$ cat src/rtl/tdm_pkg.sv
// tdm_pkg: shared state enum, slot count and slot index type for the TDM receiver
package tdm_pkg;
    localparam int TDM_SLOTS = 8;
    localparam int TDM_SEL_W = $clog2(TDM_SLOTS);
    typedef logic [TDM_SEL_W-1:0] slot_t;
    typedef enum logic {HUNT, COLLECT} state_e;
endpackage

$ cat src/rtl/tdm_slot_counter.sv
// tdm_slot_counter: wrapping slot counter with synchronous clear, load-to-1 and last-slot flag
module tdm_slot_counter
    import tdm_pkg::*;
#(
    parameter int SEL_W = TDM_SEL_W
) (
    input  logic             clk,
    input  logic             rst_n,
    input  logic             clr,
    input  logic             load,
    input  logic             inc,
    output logic [SEL_W-1:0] cnt,
    output logic             last
);
    logic [SEL_W-1:0] cnt_q, cnt_d;
    always_comb cnt_d = clr ? '0 : load ? SEL_W'(1) : inc ? cnt_q + 1'b1 : cnt_q;
    always_ff @(posedge clk) begin
        if (!rst_n) cnt_q <= '0;
        else cnt_q <= cnt_d;
    end
    assign cnt  = cnt_q;
    assign last = cnt_q == '1;
endmodule

$ cat src/rtl/tdm_demux_8to1.sv
// tdm_demux_8to1: rebuilds WIDTH-bit words from a sof-aligned serial stream; TDM_SEL_CHECK_EN adds a far-end sel slot check
module tdm_demux_8to1
    import tdm_pkg::*;
#(
    parameter int WIDTH = TDM_SLOTS,
    parameter int SEL_W = $clog2(WIDTH)
) (
    input  logic             clk,
    input  logic             rst_n,
    input  logic             din,
    input  logic             din_valid,
    input  logic             sof,
`ifdef TDM_SEL_CHECK_EN
    input  logic [SEL_W-1:0] sel,
`endif
    output logic [WIDTH-1:0] dout,
    output logic             dout_valid,
    output logic             frame_err
);
    state_e           state_q, state_d;
    logic [WIDTH-1:0] shadow_q, shadow_d, dout_q, dout_d;
    logic             dout_valid_q, dout_valid_d, frame_err_q, frame_err_d;
    logic [SEL_W-1:0] cnt;
    logic             last, cnt_clr, cnt_load, cnt_inc, sel_zero, sel_bad;
`ifdef TDM_SEL_CHECK_EN
    assign sel_zero = sel == '0;
    assign sel_bad  = sel != cnt;
`else
    assign sel_zero = 1'b1;
    assign sel_bad  = 1'b0;
`endif
    tdm_slot_counter #(.SEL_W(SEL_W)) u_cnt (
        .clk  (clk),
        .rst_n(rst_n),
        .clr  (cnt_clr),
        .load (cnt_load),
        .inc  (cnt_inc),
        .cnt  (cnt),
        .last (last)
    );
    // An accepted sof always restarts at slot 0; it is an error only if a frame was in progress.
    always_comb begin
        state_d      = state_q;
        shadow_d     = shadow_q;
        dout_d       = dout_q;
        dout_valid_d = 1'b0;
        frame_err_d  = 1'b0;
        cnt_clr      = 1'b0;
        cnt_load     = 1'b0;
        cnt_inc      = 1'b0;
        if (din_valid) begin
            if (sof && sel_zero) begin
                shadow_d[0] = din;
                cnt_load    = 1'b1;
                state_d     = COLLECT;
                frame_err_d = state_q == COLLECT && cnt != '0;
            end else if (state_q == COLLECT) begin
                if (sel_bad) begin
                    frame_err_d = 1'b1;
                    cnt_clr     = 1'b1;
                    state_d     = HUNT;
                end else begin
                    shadow_d[cnt] = din;
                    cnt_inc       = 1'b1;
                    if (last) begin
                        dout_d       = {din, shadow_q[WIDTH-2:0]};
                        dout_valid_d = 1'b1;
                    end
                end
            end
        end
    end
    always_ff @(posedge clk) begin
        if (!rst_n) begin
            state_q      <= HUNT;
            shadow_q     <= '0;
            dout_q       <= '0;
            dout_valid_q <= 1'b0;
            frame_err_q  <= 1'b0;
        end else begin
            state_q      <= state_d;
            shadow_q     <= shadow_d;
            dout_q       <= dout_d;
            dout_valid_q <= dout_valid_d;
            frame_err_q  <= frame_err_d;
        end
    end
    assign dout       = dout_q;
    assign dout_valid = dout_valid_q;
    assign frame_err  = frame_err_q;
endmodule

$ cat config.mk
export PLATFORM = sky130hd
export DESIGN_NAME = tdm_demux_8to1
export DESIGN_NICKNAME = d
export VERILOG_FILES = /design/src/rtl/tdm_pkg.sv /design/src/rtl/tdm_slot_counter.sv /design/src/rtl/tdm_demux_8to1.sv
export SDC_FILE = /design/constraint.sdc
export NUM_CORES = 1
export LEC_CHECK = 0
export BUFFER_PORTS_ARGS = -buffer_cell sky130_fd_sc_hd__buf_2
export CORE_MARGIN = 2
export CORE_UTILIZATION = 45
export DETAILED_ROUTE_END_ITERATION = 8
export GPL_ROUTABILITY_DRIVEN = 0
export PLACE_DENSITY = 0.69
export SYNTH_ARGS = -nofsm -noshare
export SYNTH_HDL_FRONTEND = slang
export SYNTH_HIERARCHICAL = 1
export SYNTH_SLANG_ARGS = --single-unit
$ cat constraint.sdc
create_clock -name clk -period 1.4 [get_ports clk]
set_input_delay 0.14 -clock clk [delete_from_list [all_inputs] [get_ports clk]]
set_output_delay 0.14 -clock clk [all_outputs]
set_load 0.05 [all_outputs]
; ---- Word-level counts from Yosys, hierarchy flattened
; Index checks and enable logic that the tools add are counted.
[totals]
in_bits = 5
elab_cells = 41
register_bits = 22
out_inout_bits = 10
[op_classes]
eq_ne = 1
n_lt_le_gt_ge = 2
mux = 14
reduce_logical = 11
bitwise_logic = 4
addsub = 1
[op_table]
columns = operator, n
row1 = 1-bit 2-to-1 mux, 12
row2 = 8-bit bitwise mux, 1
row3 = 3-bit AND reduction, 2
row4 = "3-bit by 4-bit < comparator with 1-bit output, second input constant", 1
row5 = 1-bit NOT, 4
row6 = 4-bit AND reduction, 1
row7 = 2-bit nonzero test, 2
row8 = 4-bit OR reduction, 1
row9 = "3-bit by 1-bit adder with 3-bit output, second input constant", 1
row10 = 1-bit demux with 3-bit select, 1
row11 = "3-bit == test, second input constant", 1
row12 = "3-bit by 1-bit greater-or-equal comparator with 1-bit output, second input constant", 1
row13 = 3-bit nonzero test, 1
row14 = 1-bit logical AND, 2
row15 = 2-bit AND reduction, 1
row16 = 2-bit OR reduction, 1

; ---- Logic depth before layout (Yosys ltp)
[depth]
word_depth = 7
depth_mapped = 6
ltp_nobuf = 5

; ---- By module
; The synthesis kept the hierarchy.
[by_module_without_submodules]
columns = mod, area_per_inst_um2, seq_area_each_um2, cells_each, n_inst
row1 = tdm_demux_8to1, 732.0, 360.3, 76, 1
row2 = tdm_slot_counter, 143.9, 60.1, 13, 1

; ---- Worst setup path after synthesis
; No wires, ideal clock.
[synth_path]
path_type = flip-flop to flip-flop
startpoint = register u_cnt.cnt_q[1], in the netlist u_cnt/cnt[1]
endpoint = register dout_q[5], in the netlist dout[5]
path_buffers = 1
setup_time_ns = 0.119
synth_period_minus_slack_ns = 1.415
arrival_time_ns = 1.296
path_stages_with_launch = 7
required_time_ns = 1.281
path_slack_ns = -0.015
path_cell_list = dfxtp_1 > ha_1 > ha_1 > nand4b_2 > buf_2 > nand3_1 > o21ai_1
[synth_via]
elab_chain_cells = 2
[synth_lines]
columns = element, line
row1 = "start, declared", tdm_slot_counter.sv:15  ; logic [SEL_W-1:0] cnt_q, cnt_d;
row2 = "start signal, assigned", tdm_slot_counter.sv:19  ; else cnt_q <= cnt_d;
row3 = 3-bit == test, tdm_slot_counter.sv:22  ; assign last = cnt_q == '1;
row4 = named net last, tdm_demux_8to1.sv:24  ; logic last, cnt_clr, cnt_load, cnt_inc, sel_zero, sel_bad;
row5 = 4-bit AND reduction (no line), n/a
row6 = "end signal, assigned", tdm_demux_8to1.sv:83  ; dout_q <= dout_d;
row7 = "end, declared", tdm_demux_8to1.sv:21  ; logic [WIDTH-1:0] shadow_q, shadow_d, dout_q, dout_d;
; The timed path passes the listed nets, and every way through them passes these cells.
; A chain may end at the register's enable or synchronous reset.

; ---- Worst setup path in the final report
[layout_path]
startpoint = register u_cnt.cnt_q[0], in the netlist u_cnt/cnt[0]
endpoint = register shadow_q[0]
[layout_via]
elab_chain_cells = 7
word_cells_on_any_way = 8
classes_between = 2 x order compare / 5 x mux / 1 x reduce/logical
[layout_lines]
columns = element, line
row1 = 3-bit by 4-bit < comparator with 1-bit output (implied by the code) or 3-bit by 1-bit greater-or-equal comparator with 1-bit output (tied branches), tdm_demux_8to1.sv:63  ; shadow_d[cnt] = din;
row2 = 1-bit logical AND (implied by the code), tdm_demux_8to1.sv:63
row3 = 1-bit 2-to-1 mux (implied by the code), tdm_demux_8to1.sv:63
row4 = 1-bit demux with 3-bit select *, tdm_demux_8to1.sv:63
row5 = 8-bit bitwise mux *, tdm_demux_8to1.sv:63
row6 = 1-bit 2-to-1 mux *, tdm_demux_8to1.sv:57  ; end else if (state_q == COLLECT) begin
row7 = 1-bit 2-to-1 mux *, tdm_demux_8to1.sv:52  ; if (sof && sel_zero) begin
row8 = "end signal, assigned", tdm_demux_8to1.sv:82  ; shadow_q <= shadow_d;
row9 = "end, declared", tdm_demux_8to1.sv:21
; Mark *: on every way between the ends. The rest lies on a longest branch, timed or not. The select of a mux whose other input is x is not followed.

==> flow_summary.ini <==
[run_status]
status = finished clean

[synthesis]
synth_top_cell_by_area = dfxtp_1
seq_area_frac_synth_pct = 48.0
synth_top_family_by_area = simple AND/OR/NAND/NOR gates
synth.cell_area_sq_um = 876
synthSimpleGateAreaFrac_pct = 28.9
yosys-top-cells-area = dfxtp_1, mux2i_1, nand3_1
synth_xor_area_share_pct = 1.00
synth_cell_types = 26
synth_fa_ha_area_share_pct = 2.86
ys_warn_count = 6
synth-compound-area-share_pct = 6.57
synth.mux.area_fraction_pct = 10.4
synth-seq-cells = 21
postSynthCellCount = 89
synth.avg_cell_area_sq_um = 9.84
synth_top_cell_area_share_pct = 48.0

[final_layout]
syn2layout_area_growth_pct = 18.1
num_antenna_cells = 0
layout.nets = 118
final_common_cell = dfxtp_1
final_cell_mix = dfxtp_1, buf_2, nand3_1, nand2_1
drive_above_1_share_pct = 25.5
fillers = 163

[detailed_routing]
first_iter_violations = 7
routed_wl_um = 1520
vias = 688
via_per_inst = 5.10
drc = 0
wl_per_cell_um = 11.3
drtAntennaViolNets = 0
dr.pass1.iters = 3

[grt]
grt_start_max_net_pins = 19
grt_use_met3_pct = 4.44
grtUsageMet2_pct = 27.7
grt.overflow.total = 0
busiest_layer = met2
grt_pass1_wl_um = 2650
track_usage_pct = 17.3
antenna_found_initial = 0
grt_pass1_vias = 626
globalRouteMet1Util_pct = 21.1

[timing]
finalWorstPathRequiredPeriod_ns = 1.27
clock_skew_ns = 0.00671
period_share_pct = 90.9
fmax_mhz = 786
whs_ns = 0.110
finalSetupViolations = 0
tns_ns = 0
final_hold_viol_count = 0
grt_setup_unrepaired = no
drv_slew = 0

[critical_path]
rr_worst_depth = 4
end_kind = flip-flop
critPathKind = flip-flop to flip-flop
r2r-end = shadow_q[0]
worstPathRequired_ns = 1.66
reg2reg_slack_ns = 0.13
worstPathArrival_ns = 1.53
critical_path.max_fanout = 5
startpoint_type = flip-flop
r2r_start = u_cnt/cnt[0]

[cts]
cts_inserted_buffers = 3
cts_setup_buffers = 0
cts_tree = done
ctsHoldBuffers = 0
cts.sinks = 21
clockRootBuffer = clkbuf_4
clock_latency_ns = 0.30
cts_buffer_depth = 2
cts_resized = 0
clk_pin_slew_ns = 0.12
htreeDepth = 1

[power_and_ir_drop]
p_per_area_nw_per_um2 = 922
worst_ir_drop_vdd_uv = 544
p_leak_nw = 0.449

[die]
start_util_pct = 49.1
die_height_um = 48.1
fp-row-count = 15
dieArea_sq_um = 2320
pin_count = 15
core-area_sq_um = 1780
die_w_um = 48.1

[run]
cap_violations = 0

[place]
io_buffers = 14
dp_hpwl_um = 1150

[worst_hold_path]
hold_depth = 3
hp-start = din
hp-class = input port to flip-flop
min_to = shadow_q[0]
-- area by class of cell --
type / count / area [sq um] / share of cell area, %
well taps: 25 / 31.3 / 3.02
flip-flops and latches: 21 / 422 / 40.7
clock buffers: 3 / 22.5 / 2.18
repair buffers: 19 / 108 / 10.4
inverters: 1 / 3.75 / 0.363
multi-input cells: 65 / 443 / 42.8
clock inverters: 1 / 5.00 / 0.484
-- registers in the layout, summed over array words and instances, names as in the netlist --
signal,cells
dout,8
dout_valid,1
frame_err,1
shadow_q,7
state_q,1
u_cnt/cnt,3
-- worst max path at each step --
stage	start	endpoint	slack, ns
finish	u_cnt/cnt[0]	shadow_q[0]	0.13
global route	state_q	u_cnt/cnt[0]	0.006
CTS	u_cnt/cnt[0]	shadow_q[0]	0.11
detailed placement	u_cnt/cnt[0]	shadow_q[0]	0.14
global placement	u_cnt/cnt[0]	shadow_q[0]	0.17
floorplan	u_cnt/cnt[0]	dout[5]	0.06
-- metrics by stage --
step           total power, mW  util, %  area [sq um]  instances  setup slack [ns]
6_report                 0.954     58.0          1030        135             0.128
5_1_grt                   1.01     58.0          1030        135           0.00601
4_1_cts                  0.972     58.0          1030        135             0.112
3_5_place_dp             0.678     56.5          1010        131             0.140
3_3_place_gp             0.676     56.5          1010        131             0.169
2_1_floorplan            0.655        -           881         90            0.0619
-- cells in the mapped netlist --
| master | number |
|---|---|
| dfxtp_1 | 21 |
| nand3_1 | 12 |
| nand2_1 | 9 |
| mux2i_1 | 8 |
| o21ai_1 | 8 |
| nand3b_1 | 4 |
| nor2_1 | 4 |
| clkbuf_1 | 2 |
| ha_1 | 2 |
| nor3_1 | 2 |
| nor3b_2 | 2 |
| and2_1 | 1 |
| and3_1 | 1 |
| and4bb_1 | 1 |
| buf_2 | 1 |
| conb_1 | 1 |
| inv_1 | 1 |
| mux2_1 | 1 |
| nand4_1 | 1 |
| nand4b_1 | 1 |
| nand4b_2 | 1 |
| nor4b_2 | 1 |
| o211a_1 | 1 |
| o21a_1 | 1 |
| or3b_1 | 1 |
| xor2_1 | 1 |
-- per-layer routing --
layer / up-vias / share of wire [%]
met2: 8 / 48
met5: - / 0
met1: 315 / 49
met4: 0 / 1.3
met3: 2 / 2.4
li1: 363 / -
-- worst max-delay path, cell delays in order (launching register included) --
cell and delay (ns):
dfxtp_1 0.34, buf_4 0.15, nor4b_2 0.33, mux2_1 0.35
nand3_1 0.06
-- cells by family (layout without fill, tap and decap cells) --
| group | Yosys count | count (layout) |
|---|---|---|
| other | 1 | 2 |
| and+or+nand+nor | 41 | 41 |
| buffers and inverters | 4 | 24 |
| DFF | 21 | 21 |
| AOI/OAI and AO/OA | 10 | 10 |
| muxes | 9 | 9 |
| adders and majority gates | 2 | 2 |
| xor gates and xnor gates | 1 | 1 |
-- power breakdown --
part	switching (mW)	internal (mW)
Sequential	0.00596	0.603
Clock	0.184	0.106
Combinational	0.0319	0.0232
Total	0.222	0.733
Note: power is estimated with default switching activity, not from simulation.
